$ cat config.mk
export PLATFORM = sky130hd
export DESIGN_NAME = src_fifo_rd_sched
export DESIGN_NICKNAME = d
export VERILOG_FILES = /design/src/rtl/src_fifo_rd_sched.sv
export SDC_FILE = /design/constraint.sdc
export NUM_CORES = 1
export LEC_CHECK = 0
export BUFFER_PORTS_ARGS = -buffer_cell sky130_fd_sc_hd__buf_4
export CORE_AREA = 2 2 445 447
export CTS_CLUSTER_DIAMETER = 30
export CTS_CLUSTER_SIZE = 25
export DETAILED_ROUTE_END_ITERATION = 10
export DIE_AREA = 0 0 447 449
export PLACE_DENSITY = 0.31
export SKIP_LAST_GASP = 1
export SYNTH_ARGS = -nofsm -noshare
export SYNTH_HDL_FRONTEND = slang
export SYNTH_SLANG_ARGS = --single-unit
$ cat constraint.sdc
create_clock -name clk -period 4.2 [get_ports clk]
set_input_delay 0.21 -clock clk [delete_from_list [all_inputs] [get_ports clk]]
set_output_delay 0.21 -clock clk [all_outputs]
set_load 0.05 [all_outputs]
$ cat src/rtl/src_fifo_rd_sched.sv
// Burst read scheduler for the 512-bit FWFT source FIFO: waits until a whole burst is
// resident, streams it out through a registered valid/ready stage, then reports status.
module src_fifo_rd_sched #(
  parameter int BURST = 16,
  parameter int LEN_W = 32
) (
  input  logic             clk,
  input  logic             rst_n,
  input  logic             cmd_valid,
  output logic             cmd_ready,
  input  logic [LEN_W-1:0] cmd_len,
  input  logic             abort,
  input  logic [511:0]     fifo_q,
  input  logic             fifo_empty,
  input  logic [31:0]      fifo_rd_count,
  output logic             fifo_re,
  output logic [511:0]     out_data,
  output logic             out_valid,
  input  logic             out_ready,
  output logic             done,
  output logic             done_aborted,
  output logic [LEN_W-1:0] done_count
);

  localparam int CMP_W = (LEN_W > 32) ? LEN_W : 32;
  localparam logic [LEN_W-1:0] BURST_L = LEN_W'(BURST);

  typedef enum logic [2:0] {
    S_IDLE,
    S_WAIT,
    S_XFER,
    S_DRAIN,
    S_DONE
  } state_t;

  state_t state, state_next;

  logic [LEN_W-1:0] rem;
  logic [LEN_W-1:0] blen;
  logic [LEN_W-1:0] sent;
  logic [LEN_W-1:0] need;
  logic             count_ok;
  logic             slot_free;
  logic             accept;

  assign need      = (rem < BURST_L) ? rem : BURST_L;
  // Occupancy is unsigned 32-bit; widen both sides so LEN_W may differ from 32.
  assign count_ok  = CMP_W'(fifo_rd_count) >= CMP_W'(need);
  assign slot_free = !out_valid || out_ready;
  assign accept    = out_valid && out_ready;

  always_ff @(posedge clk or negedge rst_n) begin
    if (!rst_n) begin
      state <= S_IDLE;
    end else begin
      state <= state_next;
    end
  end

  always_comb begin
    state_next = state;
    cmd_ready  = 1'b0;
    fifo_re    = 1'b0;
    case (state)
      S_IDLE: begin
        cmd_ready = 1'b1;
        if (cmd_valid) begin
          state_next = (cmd_len == '0) ? S_DONE : S_WAIT;
        end
      end
      S_WAIT: begin
        if (abort) begin
          state_next = S_DRAIN;
        end else if (count_ok) begin
          state_next = S_XFER;
        end
      end
      S_XFER: begin
        fifo_re = slot_free && !fifo_empty && (blen != '0) && !abort;
        if (abort) begin
          state_next = S_DRAIN;
        end else if (fifo_re && (blen == LEN_W'(1))) begin
          state_next = (rem == LEN_W'(1)) ? S_DRAIN : S_WAIT;
        end else if (blen == '0) begin
          state_next = (rem != '0) ? S_WAIT : S_DRAIN;
        end
      end
      S_DRAIN: begin
        if (!out_valid) begin
          state_next = S_DONE;
        end
      end
      S_DONE: begin
        state_next = S_IDLE;
      end
      default: begin
        state_next = S_IDLE;
      end
    endcase
  end

  always_ff @(posedge clk or negedge rst_n) begin
    if (!rst_n) begin
      rem          <= '0;
      blen         <= '0;
      sent         <= '0;
      out_data     <= '0;
      out_valid    <= 1'b0;
      done         <= 1'b0;
      done_aborted <= 1'b0;
      done_count   <= '0;
    end else begin
      done <= 1'b0;

      // A pop refills the output slot in the same cycle the held word leaves.
      if (fifo_re) begin
        out_data  <= fifo_q;
        out_valid <= 1'b1;
        blen      <= blen - LEN_W'(1);
        rem       <= rem - LEN_W'(1);
      end else if (accept) begin
        out_valid <= 1'b0;
      end

      if (accept) begin
        sent <= sent + LEN_W'(1);
      end

      case (state)
        S_IDLE: begin
          if (cmd_valid) begin
            rem  <= cmd_len;
            sent <= '0;
          end
        end
        S_WAIT: begin
          if (!abort && count_ok) begin
            blen <= need;
          end
        end
        S_DONE: begin
          done         <= 1'b1;
          done_aborted <= (rem != '0);
          done_count   <= sent;
        end
        default: begin
        end
      endcase
    end
  end

endmodule
After elaboration in Yosys (flattened, before gate mapping):

Index checks and enable logic that the tools add are counted.

* bits in registers: 646
* input bits: 582
* output and inout port bits: 549
* word-level logic and storage cells: 67

* $add $sub $neg: 3
* magnitude comparators: 2
* eq/ne operators: 10
* multiplexer cells: 26
* reductions and logical operators: 17

Operators with widths (number)
* two-way mux 32 bit: 10
* equality test 32 x 1 -> 1 bit, second input constant: 2
* zero test 32 bit: 2
* nonzero test 32 bit: 2
* subtractor 32 x 1 -> 32 bit, second input constant: 2
* adder 32 x 1 -> 32 bit, second input constant: 1
* greater-or-equal comparator 32 bit: 1
* less-than comparator 32 x 5 -> 1 bit, second input constant: 1
* two-way mux 3 bit: 8
* case mux 3 bit (4 select lines): 1
* equality test 3 x 2 -> 1 bit, second input constant: 2
* logical AND 1 bit: 6
* two-way mux 1 bit: 5
* two-way mux 2 bit: 2
* inequality test 2 bit, second input constant: 2
* inequality test 4 bit, second input constant: 1
* AND reduction 4 bit: 1
* equality test 3 x 1 -> 1 bit, second input constant: 1
* equality test 3 bit, second input constant: 1
* zero test 1 bit: 3
* zero test 3 bit: 1
* inequality test 3 bit, second input constant: 1
* nonzero test 2 bit: 1
* logical OR 1 bit: 1

Longest topological paths before layout:

* word-level depth: 9
* mapped depth: 15
* mapped depth without buffers: 14

Worst setup path before layout:

OpenSTA, ideal clock, no wires.

* path kind: reg2reg
* start: register rem[15]
* end: register blen[2]
* setup time: 0.079 ns
* data arrival time: 4.083 ns
* data required time: 4.121 ns
* setup slack: 0.038 ns
* stages on the path, launching flop included: 16
* path buffers: 1
* period minus slack after synthesis: 4.162 ns
* cells stage by stage: dfrtp_1 -> or4_4 -> or3_4 -> nor3_4 -> and3b_2 -> nor4b_4 -> nand2_1 -> ha_1 -> nor2b_1 -> o211ai_1 -> a2111oi_0 -> a2111o_1 -> a211oi_1 -> nor3_1 -> buf_2 -> mux2i_1

* cells in the longest elaborated chain, start to end: 6

Ends and longest elaborated chain
* start, declared: line 38 `logic [LEN_W-1:0] rem;`
* start signal, assigned: line 120 `rem <= rem - LEN_W'(1);`
* start signal, assigned: line 132 `rem <= cmd_len;`
* less-than comparator 32 x 5 -> 1 bit: line 46 `assign need = (rem < BURST_L) ? rem : BURST_L;`
* two-way mux 32 bit (*): line 46
* greater-or-equal comparator 32 bit: line 48 `assign count_ok = CMP_W'(fifo_rd_count) >= CMP_W'(need);`
* logical AND 1 bit: line 137 `if (!abort && count_ok) begin`
* two-way mux 32 bit (*): line 137
* two-way mux 32 bit (*): line 129 `case (state)`
* end signal, assigned: line 119 `blen <= blen - LEN_W'(1);`
* end signal, assigned: line 138 `blen <= need;`
* end, declared: line 39 `logic [LEN_W-1:0] blen;`

Every way passes the cells marked *; elsewhere a longest branch is shown, timed or not.
A chain may end at the register's enable or synchronous reset.

Final worst setup path:

* start: register rem[14]
* end: register blen[1]

Same word-level chain as after synthesis.

==> results_dict.tcl <==
set metrics [dict create \
    stdcell_count 7638 \
    seqPwrFrac_pct 23.6 \
    tns_ps 0 \
    synth-seq-cells 646 \
    drc 0 \
    grt_pass1_wl_um 212100 \
    timing.hold.ws_ps 112.6 \
    rsz0062_at_grt "true" \
    cts_tree "built" \
    final_cell_area_um2 52220 \
    routedWlPerCell_um 19.64 \
    slew_violations 0 \
    antenna_found_initial 40 \
    fp.dieArea_um2 200700 \
    num_rows 163 \
    synthToLayoutAreaGrowth_pct 97.32 \
    fin_crit_ps 4029 \
    synth_area_leader_cell "dfrtp_1" \
    wl_um 150000 \
    synth_top_area_share_pct 61.08 \
    synth_common_cells "nand2_1 (1589), dfrtp_1 (646), nor2_1 (81)" \
    postSynth.asyncResetShare_pct 100.0 \
    vias 27230 \
    start_kind "register" \
    routabilityCongestion 0.8578 \
    drv_cap 0 \
    placed_area_um2 38310 \
    pwr-share-comb_pct 39.6 \
    hold_viol_final 0 \
    cts_buffers 238 \
    switching_share_pct 43.34 \
    power_density_nw_per_um2 865.6 \
    fin_crit_sh_pct 95.92 \
    max_freq_ghz 0.2482 \
    placed_cells 6608 \
    syn-cell-area_um2 26470 \
    nFillCells 21340 \
    clockPowerShare_pct 36.8 \
    end_kind "register" \
    drive_gt1_share_pct 32.91 \
    clk-insertion-delay-late_ps 830 \
    hp-class "input pin to register" \
    fp.coreArea_um2 196200 \
    io_pins 1131 \
    tightestPinTransition_ps 1009 \
    synth_edf_count 0 \
    die_h_um 449 \
    maxSlewHeadroom_pct 32.76 \
    root_buffer "clkbuf_16" \
    grt_pass1_vias 29150 \
    port_buffers 1130 \
    clock-sinks 646 \
    status "finished clean" \
    first_pass_iters 5 \
    total_power_w 0.04520 \
    ant_nets 0 \
    power.leakage_nw 26.36 \
    synthFlopType "dfrtp_1" \
    grt_max_degree 131 \
    avgSynthCellArea_um2 9.129 \
    yosysMostFrequentCell "nand2_1" \
    dpl.hpwl_um 113400 \
    track_usage_pct 14.59 \
    final_nets 5415 \
    worstSetupPathType "register to register" \
    critPathArrivalTime_ps 4700 \
    cts.clk_slew.worst_paths_ps 40 \
    via_per_inst 3.564 \
    path_max_fanout 5 \
    yosys_warnings 0 \
    overflow 0 \
    irDropWorstVdd_uv 403.9 \
    seq_area_frac_synth_pct 61.08 \
    h-tree-depth 4 \
    clockBufferDepth 3 \
    start_util_pct 13.49 \
    finalSetupViolations 0 \
    die_w_um 447 \
    switching_power_w 0.01959 \
    ys_types 59 \
    crit_required_ps 4870 \
    skew_ps 49.09 \
    synth_area_leaders "dfrtp_1 (61%), nand2_1 (23%), ha_1 (1.8%)" \
    drtIter0Drc 1373 \
    intPower_w 0.02561 \
    syn_inst 2899 \
]
cells in the final DEF (no fill, tap or decap), types with 38 or more instances in the layout:
cell type         n
buf_4          1172
clkbuf_16       239
dlygate4sd3_1   581
clkbuf_1         55
xor2_1           47
nand2_1        1588
clkinv_2         38
clkbuf_8         86
nor2_1           74
dfrtp_1         646
cell families after synthesis:
family | after synthesis | share of synthesized area [%]
simple gates | 1838 | 27.88
flops | 646 | 61.08
buf+inv | 160 | 2.647
compound gates | 102 | 2.463
xor+xnor | 75 | 2.482
mux | 39 | 1.636
fa+ha+maj | 38 | 1.797
other cells | 1 | 0.01417
power by group through the flow:
stage               logic [W]  registers, W  clock network (W)
global placement       0.0175        0.0106                  0
floorplan             0.00318        0.0179                  0
CTS                    0.0182        0.0106             0.0170
global route           0.0190        0.0110             0.0175
finish                 0.0179        0.0106             0.0166
detailed placement     0.0175        0.0107                  0
routing by layer:
metal,GRT usage (%),vias up,routed length [um]
li1,-,13040,-
met1,16.77,12990,58540
met2,24.83,934,74240
met3,5.529,260,13350
met4,4.545,4,3859
met5,0,-,24
final cells by class:
| class | count | area, um2 | share of cell area, % |
|---|---|---|---|
| Sequential cell | 646 | 16170 | 30.96 |
| Timing Repair Buffer | 1772 | 14990 | 28.70 |
| Multi-Input combinational cell | 2119 | 9794 | 18.76 |
| Clock buffer | 379 | 7346 | 14.07 |
| Tap cell | 2640 | 3303 | 6.325 |
| Clock inverter | 52 | 521.8 | 0.9991 |
| Inverter | 18 | 75.07 | 0.1438 |
| Antenna cell | 12 | 30.03 | 0.05750 |
final timing paths:
kind | from | endpoint | slack [ps] | cells past startpoint
worst max-delay path | rem[14]$_DFF_PN0_ | blen[1]$_DFF_PN0_ | 170 | 17
worst min-delay path | fifo_q[427] | out_data[427]$_DFFE_PN0P_ | 110 | 4
worst max register to register | rem[14]$_DFF_PN0_ | blen[1]$_DFF_PN0_ | 170 | 17
worst min register to register | out_data[224]$_DFFE_PN0P_ | out_data[224]$_DFFE_PN0P_ | 470 | 2
max in group asynchronous | rst_n | out_data[198]$_DFFE_PN0P_ | 2570 | 4
min in group asynchronous | rst_n | out_data[407]$_DFFE_PN0P_ | 520 | 3
sequential cells by signal (all words and copies together) (netlist names):
register and count:
blen 32, done_aborted 1, state 3, done_count 32, done 1, rem 32, sent 32, out_data 512
out_valid 1
stage by stage:
stage	utilization (%)	worst slack (ps)
6_report	26.62	171.2
5_1_grt	26.61	-18.70
4_1_cts	26.52	71.73
3_5_place_dp	19.53	-67.80
3_3_place_gp	19.53	-60.86
2_1_floorplan	-	38.07
worst max-delay path, cell delays in order, from the launching register on:
cell and delay, ps:
dfrtp_1 360, or4_4 540, or3_4 390, nor3_4 130
and3b_2 220, nor4b_4 240, buf_4 170, nand2_4 50
ha_4 220, nor2b_1 120, o211ai_1 210, a2111oi_2 110
a2111o_1 390, a211oi_4 290, nor3_4 70, buf_12 140
buf_4 130, mux2i_1 100
repair_timing:
item                                    in CTS  in global routing
pin swaps                                    0                  3
gates resized for setup                      3                 23
endpoints found under the setup margin      21                 30
endpoints found under the hold margin      679                  0
cloned                                       0                  1
hold buffers                               582                  0
buffers inserted                             0                  4
Power figures use the tool's default switching activity.
